### src/rtl/melody_player.sv
// Note-table driven square-wave player: fetch an entry, sound it for its
// duration, insert a short silent gap, then advance, loop or finish.
module melody_player #(
  parameter int DEPTH      = 128,
  parameter int ADDR_W     = 7,
  parameter int HALF_W     = 20,
  parameter int DUR_W      = 4,
  parameter int BEAT_TICKS = 2_500_000,
  parameter int GAP_TICKS  = 250_000
) (
  input  logic                    clk,
  input  logic                    rst_n,
  input  logic                    wr_en,
  input  logic [ADDR_W-1:0]       wr_addr,
  input  logic [HALF_W+DUR_W-1:0] wr_data,
  input  logic [ADDR_W-1:0]       last_addr,
  input  logic                    loop_en,
  input  logic                    start,
  input  logic                    stop,
  output logic                    buzzer_pin,
  output logic                    busy,
  output logic                    done,
  output logic [ADDR_W-1:0]       cur_index
);

  localparam int TONE_MAX = (2**DUR_W - 1) * BEAT_TICKS;
  localparam int CNT_MAX  = (TONE_MAX > GAP_TICKS) ? TONE_MAX : GAP_TICKS;
  localparam int CNT_W    = $clog2(CNT_MAX + 1);

  localparam logic [CNT_W-1:0] GAP_LAST = CNT_W'(GAP_TICKS - 1);

  typedef enum logic [1:0] {
    IDLE,
    FETCH,
    TONE,
    GAP
  } state_t;

  state_t state, state_d;

  logic [HALF_W+DUR_W-1:0] mem [DEPTH];

  logic [HALF_W+DUR_W-1:0] rd;
  logic [HALF_W-1:0]       rd_half;
  logic [DUR_W-1:0]        rd_dur;

  logic [HALF_W-1:0] half_q, half_d;
  logic [DUR_W-1:0]  dur_q, dur_d;
  logic [CNT_W-1:0]  cnt, cnt_d;
  logic [HALF_W-1:0] hcnt, hcnt_d;
  logic [ADDR_W-1:0] idx_d, idx_inc;
  logic [CNT_W-1:0]  tone_last;
  logic              pin_d, done_d;

  // Table has no reset so a song survives rst_n.
  always_ff @(posedge clk) begin
    if (wr_en && (32'(wr_addr) < DEPTH))
      mem[wr_addr] <= wr_data;
  end

  assign rd      = mem[cur_index];
  assign rd_half = rd[HALF_W+DUR_W-1:DUR_W];
  assign rd_dur  = rd[DUR_W-1:0];

  assign tone_last = CNT_W'(dur_q) * CNT_W'(BEAT_TICKS)
                   - CNT_W'(1);

  assign idx_inc = (cur_index == ADDR_W'(DEPTH - 1))
                 ? '0 : cur_index + ADDR_W'(1);

  assign busy = (state != IDLE);

  always_comb begin
    state_d = state;
    idx_d   = cur_index;
    cnt_d   = cnt;
    hcnt_d  = hcnt;
    pin_d   = buzzer_pin;
    done_d  = 1'b0;
    half_d  = half_q;
    dur_d   = dur_q;
    if (stop) begin
      state_d = IDLE;
      cnt_d   = '0;
      hcnt_d  = '0;
      pin_d   = 1'b0;
    end else begin
      unique case (state)
        IDLE: begin
          if (start) begin
            state_d = FETCH;
            idx_d   = '0;
            cnt_d   = '0;
            hcnt_d  = '0;
            pin_d   = 1'b0;
          end
        end
        FETCH: begin
          half_d = rd_half;
          dur_d  = rd_dur;
          cnt_d  = '0;
          hcnt_d = '0;
          pin_d  = 1'b0;
          if (rd_dur == '0) begin
            state_d = IDLE;
            done_d  = 1'b1;
          end else begin
            state_d = TONE;
          end
        end
        TONE: begin
          if (cnt == tone_last) begin
            state_d = GAP;
            cnt_d   = '0;
            hcnt_d  = '0;
            pin_d   = 1'b0;
          end else begin
            cnt_d = cnt + CNT_W'(1);
            if (half_q == '0) begin
              pin_d = 1'b0;
            end else if (hcnt == half_q - HALF_W'(1)) begin
              hcnt_d = '0;
              pin_d  = ~buzzer_pin;
            end else begin
              hcnt_d = hcnt + HALF_W'(1);
            end
          end
        end
        GAP: begin
          pin_d = 1'b0;
          if (cnt == GAP_LAST) begin
            cnt_d = '0;
            if (cur_index != last_addr) begin
              idx_d   = idx_inc;
              state_d = FETCH;
            end else if (loop_en) begin
              idx_d   = '0;
              state_d = FETCH;
            end else begin
              state_d = IDLE;
              done_d  = 1'b1;
            end
          end else begin
            cnt_d = cnt + CNT_W'(1);
          end
        end
        default: state_d = IDLE;
      endcase
    end
  end

  always_ff @(posedge clk or negedge rst_n) begin
    if (!rst_n) begin
      state      <= IDLE;
      cur_index  <= '0;
      cnt        <= '0;
      hcnt       <= '0;
      half_q     <= '0;
      dur_q      <= '0;
      buzzer_pin <= 1'b0;
      done       <= 1'b0;
    end else begin
      state      <= state_d;
      cur_index  <= idx_d;
      cnt        <= cnt_d;
      hcnt       <= hcnt_d;
      half_q     <= half_d;
      dur_q      <= dur_d;
      buzzer_pin <= pin_d;
      done       <= done_d;
    end
  end

endmodule

### config.mk
export PLATFORM = sky130hd
export DESIGN_NAME = melody_player
export DESIGN_NICKNAME = d
export VERILOG_FILES = /design/src/rtl/melody_player.sv
export SDC_FILE = /design/constraint.sdc
export NUM_CORES = 2
export LEC_CHECK = 0
export BUFFER_PORTS_ARGS = -buffer_cell sky130_fd_sc_hd__buf_4
export CORE_AREA = 2 2 599 601
export CTS_CLUSTER_DIAMETER = 30
export DETAILED_ROUTE_END_ITERATION = 10
export DIE_AREA = 0 0 601 603
export PLACE_DENSITY_LB_ADDON = 0.2
export REMOVE_ABC_BUFFERS = 1
export SYNTH_ARGS = -nofsm -noshare
export SYNTH_HDL_FRONTEND = slang
export SYNTH_SLANG_ARGS = --single-unit
### constraint.sdc
create_clock -name clk -period 6.7 [get_ports clk]
set_clock_uncertainty 0.2 [all_clocks]
set_input_delay 1.005 -clock clk [delete_from_list [all_inputs] [get_ports clk]]
set_output_delay 1.005 -clock clk [all_outputs]
set_load 0.02 [all_outputs]
==> flow_metrics.py <==
metrics = {
    "pwr": {
        "comb_power_share_pct": 6.9,
        "p_switching_w": 0.01280,
        "seq_power_share_pct": 38.9,
        "clkPwrFrac_pct": 54.2,
        "p_int_w": 0.04382,
        "netSwitchingFraction_pct": 22.61,
        "leakage_nw": 47.31,
        "powerDensity_nw_per_um2": 370.8,
        "peakVddDrop_uv": 327.4,
    },
    "synth": {
        "yosysWarnings": 0,
        "synthesis.area_sq_um": 124000,
        "synth_cells": 5378,
        "avgSynthCellArea_sq_um": 23.06,
        "synth-main-ff-cell": "edfxtp_1",
        "synth_edf_count": 3072,
        "ys_seq_elements": 3153,
        "synth_common_cells": "3072 x edfxtp_1, 1008 x mux4_2, 190 x nor2_1",
        "ys_seq_area_share_pct": 76.01,
        "yosys-top-cells-area": "edfxtp_1 74%, mux4_2 18%, dfrtp_1 1.6%",
        "synth.distinct_cells": 99,
        "async_flop_share_pct": 2.569,
        "yosys.area.top_type": "edfxtp_1",
        "synth_most_common_cell": "edfxtp_1",
        "synth_top_area_share_pct": 74.37,
    },
    "setup_path": {
        "rrSetupSlack_ps": 570,
        "r2r-start": "dur_q[2]$_DFFE_PN0P_",
        "cp_data_arrival_time_ps": 6790,
        "r2r-end": "cnt[9]$_DFFE_PN0P_",
        "start_kind": "register",
        "rr_worst_depth": 17,
        "timing.critical_path.fanout_max": 28,
        "worst-setup-path-type": "reg2reg",
        "cp-end-kind": "register",
        "crit_required_ps": 7360,
    },
    "die": {
        "core_area_sq_um": 355400,
        "chipHeight_microns": 603,
        "fp.dieW_microns": 601,
        "start_util_pct": 34.90,
        "num_rows": 219,
        "io_pins": 54,
        "die-area_sq_um": 362400,
    },
    "sta": {
        "finalSetupViolCount": 0,
        "maxSlewHeadroom_pct": 17.99,
        "hold_ws_ps": 289.5,
        "hold_violations": 0,
        "period_needed_ps": 6127,
        "fin_crit_sh_pct": 91.44,
        "worst_pin_slew_ps": 1227,
        "fmax_ghz": 0.1632,
        "rsz0062_at_grt": "no",
        "slew_viol_final": 0,
    },
    "placement": {
        "gp_congestion": 0.7992,
        "placed_cells": 10070,
        "dp_hpwl_mm": 191.0,
        "place_area_sq_um": 131600,
        "port_buffers": 53,
    },
    "grt": {
        "grt-ovfl-total": 0,
        "antenna_found_initial": 25,
        "groute.usage.overall_pct": 18.73,
        "grt_pass1_wl_mm": 483.3,
        "grt_max_degree": 99,
        "grt_pass1_vias": 63030,
    },
    "cells_and_area": {
        "drive_gt1_share_pct": 36.88,
        "layout.cells.non_filler": 11220,
        "layout.nets": 6025,
        "nFillCells": 30250,
        "multi_input_area_sq_um": 29290,
        "fin_area_sq_um": 152700,
        "seqCellArea_sq_um": 94300,
        "area_growth_pct": 23.11,
    },
    "cts": {
        "postCtsSetupBuffers": 0,
        "cts-root-buf": "clkbuf_16",
        "hold_buffers": 2,
        "cts_tree": "yes",
        "cts_max_level": 6,
        "cts_resized": 0,
        "cts.clk_slew.worst_paths_ps": 40,
        "numCtsBuffers": 625,
        "clkLatencyLatePin_ps": 1000,
        "clock_sinks": 3153,
        "clock_path_buffers": 4,
    },
    "drt": {
        "drc": 0,
        "vias": 60550,
        "wl_per_cell_microns": 30.64,
        "wl_mm": 343.8,
        "ant_nets": 0,
        "drt_iter0_drc": 6685,
        "routed.top_layer": "met5",
        "dr_wl_met2_mm": 167.5,
        "wl_met1_mm": 149.2,
        "dr_wl_met3_mm": 19.59,
        "drtPass1Iterations": 6,
        "vias_per_cell": 5.396,
    },
    "hold_path": {
        "hold_path.class": "in2async",
    },
    "run_status": {
        "outcome": "complete, no violations",
    },
    "job": {
        "cap_violations": 0,
    },
}
## area by class of cell
class / count / share of cell area (%)
Antenna cell: 9 / 0.01475
Clock buffer: 729 / 10.66
Clock inverter: 416 / 3.122
Inverter: 28 / 0.06883
Multi-Input combinational cell: 1903 / 19.18
Sequential cell: 3153 / 61.76
Tap cell: 4751 / 3.893
Timing Repair Buffer: 232 / 1.300
## worst max-delay path: stages, from the launching register on
cell	delay, ps
dfrtp_1	320
buf_4	240
inv_1	190
ha_1	320
inv_1	60
fa_1	390
ha_1	460
o21ai_0	240
nor3_1	440
o21ai_1	180
a211oi_2	430
nand4_2	240
or4bb_1	550
o211a_1	170
a211oi_1	260
a211o_1	750
o21ai_0	270
a22o_1	280
## power by group through the flow
stage,clock [W],sequential (W),combinational [W]
after floorplan,0,0.0225,0.00387
after global placement,0,0.0224,0.00384
after detailed placement,0,0.0224,0.00390
after CTS,0.0311,0.0220,0.00392
after global routing,0.0321,0.0220,0.00422
final,0.0307,0.0220,0.00388
## layout by cell type, fill, tap and decap left out, drive strengths merged, types with 71 or more instances in the layout
cell / synthesis / final
o21ai: 73 / 73
dfrtp: 81 / 81
buf: 106 / 230
clkbuf: 188 / 729
nand2: 92 / 92
clkinv: 0 / 246
nor2: 191 / 191
edfxtp: 3072 / 3072
inv: 28 / 71
bufinv: 0 / 78
mux4: 1008 / 1008
## registers in the layout (all words and copies together), names as in the netlist
name        count
buzzer_pin      1
cnt            26
cur_index       7
done            1
dur_q           4
half_q         20
hcnt           20
mem          3072
state           2
## kinds of logic after synthesis
group                      Yosys count  share of synthesized area, %
DFF                               3153                         76.01
AOI/OAI and AO/OA                  227                         1.328
muxes                             1036                         18.53
buffers and inverters              322                         1.051
xor gates and xnor gates            65                        0.4983
adders and majority gates           38                        0.3954
and+or+nand+nor                    537                         2.189
## worst max path at each step
stage / startpoint / endpoint / depth (start not counted)
final: dur_q[2]$_DFFE_PN0P_ / cnt[9]$_DFFE_PN0P_ / 17
after CTS: dur_q[2]$_DFFE_PN0P_ / cnt[4]$_DFFE_PN0P_ / 17
after global routing: dur_q[2]$_DFFE_PN0P_ / cnt[4]$_DFFE_PN0P_ / 17
after detailed placement: dur_q[2]$_DFFE_PN0P_ / cnt[4]$_DFFE_PN0P_ / 17
after floorplan: cur_index[0]$_DFFE_PN0P_ / cur_index[0]$_DFFE_PN0P_ / 6
after global placement: dur_q[2]$_DFFE_PN0P_ / cnt[2]$_DFFE_PN0P_ / 17
## routing by layer
layer / global-route usage [%] / vias to the layer above
met4: 4.633 / 4
met5: 0 / -
li1: - / 24520
met3: 2.967 / 521
met1: 26.35 / 33420
met2: 30.55 / 2091
## per-stage QoR
step	total power (W)	setup WS, ps	TNS (ps)	utilization, %
floorplan	0.02642	-25400	-871240	-
global placement	0.02621	746.4	0	37.03
detailed placement	0.02629	643.5	0	37.03
CTS	0.05707	641.2	0	42.96
global route	0.05838	161.3	0	42.96
finish	0.05662	573.4	0	42.96
No activity file was read; power rests on OpenSTA's default activity.
